**src/rtl/rgb_rx_capture.sv**
```systemverilog
// Receive side of a parallel RGB/DE/VS video port: two-stage input sampling, frame FSM,
// FWFT pixel FIFO with valid/ready output. Optional error counter: define RGB_RX_ERR_CNT_EN.
module rgb_rx_capture #(
  parameter int H_ACTIVE   = 800,
  parameter int V_ACTIVE   = 480,
  parameter int FIFO_DEPTH = 16,
  parameter bit VS_POL     = 1'b1
) (
  input  logic        clk,
  input  logic        i_rst_n,
  input  logic [23:0] i_rgb,
  input  logic        i_de,
  input  logic        i_vs,
  input  logic        i_clr,
  output logic [23:0] o_rgb,
  output logic        o_sof,
  output logic        o_eol,
  output logic        o_data_vld,
  input  logic        i_data_ready,
  output logic        o_overflow,
  output logic        o_size_err,
  output logic        o_frame_done,
  output logic [15:0] o_err_cnt
);
  localparam int AW = $clog2(FIFO_DEPTH);

  typedef enum logic [1:0] {IDLE, FRAME, DROP} state_t;
  typedef struct packed {
    logic        sof;
    logic        eol;
    logic [23:0] rgb;
  } entry_t;

  logic [23:0] s1_rgb, s2_rgb;
  logic        s1_de, s2_de, s1_vs, s2_vs;
  logic        vs_n;

  assign vs_n = VS_POL ? i_vs : ~i_vs;

  // NOTE: sequential state uses non-blocking assignments so every register samples
  // pre-edge values, independent of statement order.
  always_ff @(posedge clk or negedge i_rst_n) begin
    if (!i_rst_n) begin
      s1_rgb <= '0; s1_de <= 1'b0; s1_vs <= 1'b0;
      s2_rgb <= '0; s2_de <= 1'b0; s2_vs <= 1'b0;
    end else begin
      s1_rgb <= i_rgb;  s1_de <= i_de;  s1_vs <= vs_n;
      s2_rgb <= s1_rgb; s2_de <= s1_de; s2_vs <= s1_vs;
    end
  end

  state_t          state;
  entry_t          wr_q;
  logic            wr_vld_q;
  logic            sof_pend;
  logic [10:0]     pix_cnt, base_pix, pix_inc;
  logic [9:0]      line_cnt, base_line, line_inc;
  logic            vs_edge, eol, gen, line_err, frame_err;

  entry_t          mem [FIFO_DEPTH];
  entry_t          head;
  logic [AW-1:0]   wr_ptr, rd_ptr;
  logic [AW:0]     count;
  logic            empty, full, rd_fire, fifo_wr, wr_fire, ovf;

  assign vs_edge = s1_vs & ~s2_vs;
  assign eol     = s2_de & ~s1_de;
  // A DE pixel coinciding with the VS edge already belongs to the new frame.
  assign gen     = s2_de & ((state == FRAME) | vs_edge);

  assign base_pix  = vs_edge ? '0 : pix_cnt;
  assign base_line = vs_edge ? '0 : line_cnt;
  assign pix_inc   = (base_pix == '1)  ? base_pix  : base_pix + 11'd1;
  assign line_inc  = (base_line == '1) ? base_line : base_line + 10'd1;
  assign line_err  = gen & eol & (pix_inc != 11'(H_ACTIVE));
  assign frame_err = vs_edge & (state == FRAME) & (line_cnt != 10'(V_ACTIVE));

  assign empty   = (count == '0);
  assign full    = (count == (AW+1)'(FIFO_DEPTH));
  assign rd_fire = ~empty & i_data_ready;
  // Entries staged before an overflow are discarded once the FSM has left FRAME.
  assign fifo_wr = wr_vld_q & (state == FRAME);
  assign ovf     = fifo_wr & full & ~rd_fire;
  assign wr_fire = fifo_wr & ~ovf;

  always_ff @(posedge clk or negedge i_rst_n) begin
    if (!i_rst_n) begin
      state        <= IDLE;
      wr_q         <= '0;
      wr_vld_q     <= 1'b0;
      sof_pend     <= 1'b0;
      pix_cnt      <= '0;
      line_cnt     <= '0;
      o_frame_done <= 1'b0;
      o_overflow   <= 1'b0;
      o_size_err   <= 1'b0;
    end else begin
      o_frame_done <= vs_edge & (state == FRAME);
      wr_vld_q     <= gen;
      if (gen) wr_q <= '{sof: vs_edge | sof_pend, eol: eol, rgb: s2_rgb};

      if (gen)          sof_pend <= 1'b0;
      else if (vs_edge) sof_pend <= 1'b1;

      if (gen) begin
        if (eol) begin
          pix_cnt  <= '0;
          line_cnt <= line_inc;
        end else begin
          pix_cnt  <= pix_inc;
          line_cnt <= base_line;
        end
      end else if (vs_edge) begin
        pix_cnt  <= '0;
        line_cnt <= '0;
      end

      if (vs_edge)  state <= FRAME;
      else if (ovf) state <= DROP;

      o_overflow <= ovf | (o_overflow & ~i_clr);
      o_size_err <= line_err | frame_err | (o_size_err & ~i_clr);
    end
  end

  always_ff @(posedge clk or negedge i_rst_n) begin
    if (!i_rst_n) begin
      wr_ptr <= '0;
      rd_ptr <= '0;
      count  <= '0;
    end else begin
      if (wr_fire) wr_ptr <= wr_ptr + 1'b1;
      if (rd_fire) rd_ptr <= rd_ptr + 1'b1;
      case ({wr_fire, rd_fire})
        2'b10:   count <= count + 1'b1;
        2'b01:   count <= count - 1'b1;
        default: count <= count;
      endcase
    end
  end

  // NOTE: storage has no reset; validity is carried by count, and the outputs are gated.
  always_ff @(posedge clk) begin
    if (wr_fire) mem[wr_ptr] <= wr_q;
  end

  assign head       = mem[rd_ptr];
  assign o_data_vld = ~empty;
  assign o_rgb      = empty ? '0 : head.rgb;
  assign o_sof      = ~empty & head.sof;
  assign o_eol      = ~empty & head.eol;

`ifdef RGB_RX_ERR_CNT_EN
  logic [1:0]  n_ev;
  logic [15:0] err_base;
  logic [16:0] err_sum;

  assign n_ev     = {1'b0, ovf} + {1'b0, line_err} + {1'b0, frame_err};
  assign err_base = i_clr ? 16'h0000 : o_err_cnt;
  assign err_sum  = {1'b0, err_base} + {15'd0, n_ev};

  always_ff @(posedge clk or negedge i_rst_n) begin
    if (!i_rst_n) o_err_cnt <= '0;
    else          o_err_cnt <= err_sum[16] ? 16'hFFFF : err_sum[15:0];
  end
`else
  assign o_err_cnt = 16'h0000;
`endif
endmodule

```
**config.mk**
```make
export PLATFORM = sky130hd
export DESIGN_NAME = rgb_rx_capture
export DESIGN_NICKNAME = d
export VERILOG_FILES = /design/src/rtl/rgb_rx_capture.sv
export SDC_FILE = /design/constraint.sdc
export NUM_CORES = 1
export LEC_CHECK = 0
export ABC_AREA = 1
export CORE_UTILIZATION = 55
export CTS_BUF_LIST = sky130_fd_sc_hd__clkbuf_4 sky130_fd_sc_hd__clkbuf_8 sky130_fd_sc_hd__clkbuf_16
export DETAILED_ROUTE_END_ITERATION = 10
export PLACE_DENSITY = 0.71
export RECOVER_POWER = 50
export SYNTH_ARGS = -nofsm -noshare
export SYNTH_HDL_FRONTEND = slang
export SYNTH_SLANG_ARGS = --single-unit
```
**constraint.sdc**
```tcl
create_clock -name clk -period 3.3 [get_ports clk]
set_clock_uncertainty 0.1 [all_clocks]
set_input_delay 0.495 -clock clk [delete_from_list [all_inputs] [get_ports clk]]
set_output_delay 0.495 -clock clk [all_outputs]
set_load 0.01 [all_outputs]
```
Word-level counts from Yosys, hierarchy flattened
Memories as Yosys holds them, arrays and structs flattened. Cells that the tools add are included.

Magnitude comparators: 0. Multipliers: 0. Shift operators: 0. Divide/modulo/power cells: 0. Eq/ne operators: 8. Mux-type cells: 16. Bitwise gates (word level): 27. Reductions and logical operators: 4. $add $sub $neg: 6.

Operator list (count): $mux 11 (4); $mux 10 (4); $mux 24 (1); $and 1x1->1 (16); $add 11x1->11 const B (1); $eq 11x11->1 const B (1); $ne 11x10->1 const B (1); $add 10x1->10 const B (1); $eq 10x10->1 const B (1); $ne 10x9->1 const B (1); $pmux 5 s2 (1); $add 4x1->4 const B (2); $not 1->1 (6); $reduce_bool 2->1 (3); $add 5x1->5 const B (1); $eq 5x5->1 const B (1); $logic_not 5->1 (1); $or 1x1->1 (5); $sub 5x1->5 const B (1); $eq 2x1->1 const B (2); $mux 1 (4); $mux 2 (2); $eq 2x2->1 const B (1).

Memory bits (read-only): 0. Latch bits: 0. Memories: 1. Bits in writable memories: 416. Register bits: 119.

Memories: mem (words 16, width 26, read ports 1, clocked after memory_dff 0, write ports 1, line 60) `entry_t mem [FIFO_DEPTH];`.

Logic depth before layout (Yosys ltp)
Depth in word-level cells: 9. Mapped depth: 14. Gate-level depth less buffers: 14.

Least setup slack after synthesis
Ideal clock, no wire load.

Path type: register to register. Start point: register state[1]. End point: memory mem[11][0] (netlist bit) (enable). Library setup time: 409 ps. Data arrival time: 2097 ps. Setup slack: 694 ps. Data required time: 2791 ps. Stages on the path, launching flop included: 8. Period minus slack after synthesis: 2606 ps. Cell sequence: dfrtp_1 > inv_1 > nand2_1 > nor2_1 > nand2_2 > nor2_1 > inv_1 > nor2_1.

Word-level cells in the longest chain between the ends: 8.

RTL lines: start: declaration (line 52) `state_t state;`; start signal: assignment (line 88) `state <= IDLE;`; start signal: assignment (line 118) `if (vs_edge) state <= FRAME;`; start signal: assignment (line 119) `else if (ovf) state <= DROP;`; $eq 2x1->1 (*) (line 82) `assign fifo_wr = wr_vld_q & (state == FRAME);`; $and 1x1->1 (*) (line 82); $and 1x1->1 (2 in series) (line 83) `assign ovf = fifo_wr & full & ~rd_fire;`; $not 1->1 (line 84) `assign wr_fire = fifo_wr & ~ovf;`; $and 1x1->1 (*) (line 84); $mux 1 (*) (line 144) `if (wr_fire) mem[wr_ptr] <= wr_q;`; $mux 1 (implied by the code) (*) (line 144); end: declaration (line 60).

Every way passes the cells marked *; elsewhere a longest branch is shown, timed or not.

Worst setup path after layout
Start point: register rd_ptr[0]. End point: output port o_rgb[16].

Word-level cells in the longest chain between the ends: 2.

RTL lines: start: declaration (line 62) `logic [AW-1:0] wr_ptr, rd_ptr;`; start signal: assignment (line 133) `if (rd_fire) rd_ptr <= rd_ptr + 1'b1;`; $mem_v2 16x26; $mux 24 (line 149) `assign o_rgb = empty ? '0 : head.rgb;`; end: declaration (line 15) `output logic [23:0] o_rgb,`.

No other way between the ends.

==> impl_metrics.py <==
metrics = {
    "placement": {
        "hpwl_um": 26700,
        "dp_cells": 2156,
        "numPortBuffers": 59,
        "place_congestion": 0.790,
        "dp_slack_ns": 0.193,
    },
    "clock_tree": {
        "cts_made_buffers": 53,
        "htree_num_levels": 2,
        "cts_tree": "built",
        "cts_sinks": 535,
        "cts.clk_slew.worst_paths_ns": 0.06,
        "clkLatencyLatePin_ns": 0.57,
        "max-clock-path-buffers": 3,
        "clockRootBuffer": "clkbuf_16",
    },
    "drt": {
        "first_pass_iters": 6,
        "viasPerCell": 6.00,
        "wl_um": 51100,
        "num_vias": 13600,
        "wire_per_inst_um": 22.5,
        "drcViolationCount": 0,
        "antenna_left": 0,
        "drtIter0Drc": 1629,
    },
    "grt": {
        "grt_max_degree": 62,
        "grt_pass1_wl_um": 77600,
        "grt_overflow": 0,
        "grtUsageTotal_pct": 26.7,
        "grt_pass1_vias": 13400,
        "busiest_layer": "met2",
        "gr-usage-met1_pct": 36.9,
        "met2_usage_pct": 42.9,
        "antenna_found_initial": 0,
        "globalRouteMet3Util_pct": 4.51,
    },
    "timing": {
        "period_needed_ns": 3.17,
        "rsz0062_at_grt": "no",
        "max_slew_margin_pct": -2.04,
        "setup_viol": 0,
        "layout_setup_ws_ns": 0.133,
        "hold_violations": 0,
        "period_share_pct": 96.0,
        "hold_ws_ns": 0.243,
        "maxSlewViolCount": 62,
        "fin_tns_setup_ns": 0,
        "tightest_slew_ns": 1.53,
        "timing.fmax_ghz": 0.316,
    },
    "finish": {
        "diodes": 0,
        "syn2layout_area_growth_pct": 17.2,
        "instances_no_fill": 2274,
        "final_cell_mix": "edfxtp_1 (416), nor2_1 (257), o21ai_0 (201)",
        "layout-drive-gt1-share_pct": 12.9,
        "fin_nets": 1759,
        "final_common_cell": "edfxtp_1",
    },
    "die": {
        "start_util_pct": 55.8,
        "core-area_mm2": 0.0377,
        "die_w_um": 198,
        "die_y_um": 198,
        "io_pins": 76,
        "rows": 71,
        "dieArea_mm2": 0.0390,
    },
    "critical_path": {
        "worst_setup_path_end_kind": "output pin",
        "cp_cell_sequence": "buf_4 -> bufbuf_16 -> o21ai_1 -> o22ai_1 -> nor2_1 -> nor2_1 -> o21ai_1 -> a21oi_1 -> dlygate4sd2_1",
        "critPathKind": "reg2out",
        "worstPathRequired_ns": 2.70,
        "critPathSlowestCell": "dfrtp_4",
        "cpPeakStageDelay_ns": 0.49,
        "cp-start-kind": "flip-flop",
        "arrival_ns": 2.57,
        "critPathTopFamily": "buffers and inverters",
        "path_max_fanout": 24,
        "path_buf_inv": 3,
    },
    "yosys": {
        "netlist_area_mm2": 0.0210,
        "synth-edff-count": 416,
        "ys_warn_count": 0,
        "synthDistinctLibCells": 48,
        "synthCells": 1628,
        "synthArstFlopShare_pct": 22.2,
        "synth.avg_cell_area_um2": 12.9,
        "synthFlopType": "edfxtp_1",
        "ys_ff_latch": 535,
        "ys_seq_area_share_pct": 73.6,
    },
    "run_status": {
        "status": "finished with violations",
        "violations": "capacitance limit, slew limit",
    },
    "power": {
        "vdd_ir_drop_max_v": 0.000543,
        "p_leak_nw": 8.89,
        "p_per_area_mw_per_mm2": 881,
    },
    "min_path": {
        "hp-class": "reg2reg",
    },
    "run": {
        "cap_violations": 1,
    },
}
[timing repair]
item / in CTS / in global routing
resized for setup: 51 / 4
buffers inserted: 8 / 0
gates cloned: 8 / 2
hold buffers: 1 / 0
setup endpoints to repair: 26 / 4
pin swaps: 3 / 0
hold endpoints to repair: 58 / 0
[worst paths after layout]
kind / from / end / slack [ns] / depth (start not counted)
worst max-delay path: rd_ptr[0] / o_rgb[16] / 0.13 / 9
worst min-delay path: s1_rgb[16] / s2_rgb[16] / 0.24 / 0
worst max register to register: count[0] / count[4] / 0.69 / 14
worst min register to register: s1_rgb[16] / s2_rgb[16] / 0.24 / 0
max in group asynchronous: i_rst_n / s1_rgb[8] / 0.73 / 3
min in group asynchronous: i_rst_n / wr_q[22] / 0.74 / 2
[synthesized netlist by cell type, types with 2 or more instances]
library cell	count	share of area (%)
nand3_2	5	0.24
o21ai_1	34	0.81
buf_4	23	0.82
clkinv_1	2	0.036
nand2_4	2	0.11
buf_1	6	0.11
dfrtp_1	119	14
xnor2_1	6	0.25
inv_2	8	0.14
o21bai_1	5	0.18
nand2_2	8	0.24
a21oi_1	33	0.79
nor2_4	4	0.21
a31oi_1	2	0.059
o22ai_1	33	0.98
nand3_4	2	0.17
buf_2	35	0.83
nor3_1	3	0.071
xor2_1	8	0.33
o221ai_1	74	3.1
nor2_2	6	0.18
nor2_1	273	4.9
o21ai_0	201	4.8
nand3_1	59	1.4
nand2_1	138	2.5
clkbuf_1	46	0.82
edfxtp_1	416	59
nand4_1	7	0.21
nor4_1	2	0.059
ha_1	9	0.54
inv_1	41	0.73
nor3_2	2	0.095
[report_power, final]
group	switching (W)	total, W	internal (W)
clock network	0.00243	0.00570	0.00327
logic	0.00457	0.00733	0.00276
registers	0.000501	0.00869	0.00819
[registers in the layout, summed over array words and instances (netlist names), 2 cells and up]
name,cells
mem,416
wr_q,26
s1_rgb,24
s2_rgb,24
pix_cnt,11
line_cnt,10
count,5
rd_ptr,4
wr_ptr,4
state,2
[kinds of logic (layout without fill, tap and decap cells)]
logic type	count (synthesis)	after routing	share of synthesized area, %
flops	535	535	73.6
simple gates	517	517	10.7
compound gates	386	386	10.8
buf+inv	164	284	3.64
xor+xnor	14	14	0.583
fa+ha+maj	10	10	0.631
other cells	1	16	0.0178
mux	1	1	0.0714
[per-layer routing]
metal	vias to the layer above	part of all wire (%)
met4	0	3.0
met2	754	48
met5	-	0
met3	112	10
met1	6691	39
li1	6089	-
[metrics by stage]
| stage | util, % | cell area (um^2) | total power (W) |
|---|---|---|---|
| 6_report | 65.4 | 24600 | 0.0217 |
| 5_1_grt | 65.4 | 24600 | 0.0226 |
| 4_1_cts | 65.3 | 24600 | 0.0216 |
| 3_5_place_dp | 59.8 | 22500 | 0.0153 |
| 3_3_place_gp | 59.8 | 22500 | 0.0151 |
| 2_1_floorplan | - | 21100 | 0.0125 |
[worst reg2reg max path, cell delays in order, from the launching register on]
cell and delay (ns):
dfrtp_1 0.46, nor4_4 0.37, nand2_2 0.14, nand2_2 0.12, inv_2 0.08, nand2_2 0.11, inv_1 0.10, ha_1 0.30
inv_1 0.06, o21bai_1 0.13, a31oi_1 0.07, or2_2 0.31, nand3_1 0.08, nand2_1 0.06, nand2_1 0.05
[final cells by class]
| class | instances | area (um^2) |
|---|---|---|
| multi-input combinational | 944 | 4990 |
| clock buffer | 72 | 1500 |
| inverter | 51 | 206 |
| tap | 511 | 639 |
| clock inverter | 27 | 155 |
| sequential | 535 | 15500 |
| timing repair buffer | 134 | 1670 |
| fill | 2719 | 13000 |
Power figures use the tool's default switching activity.
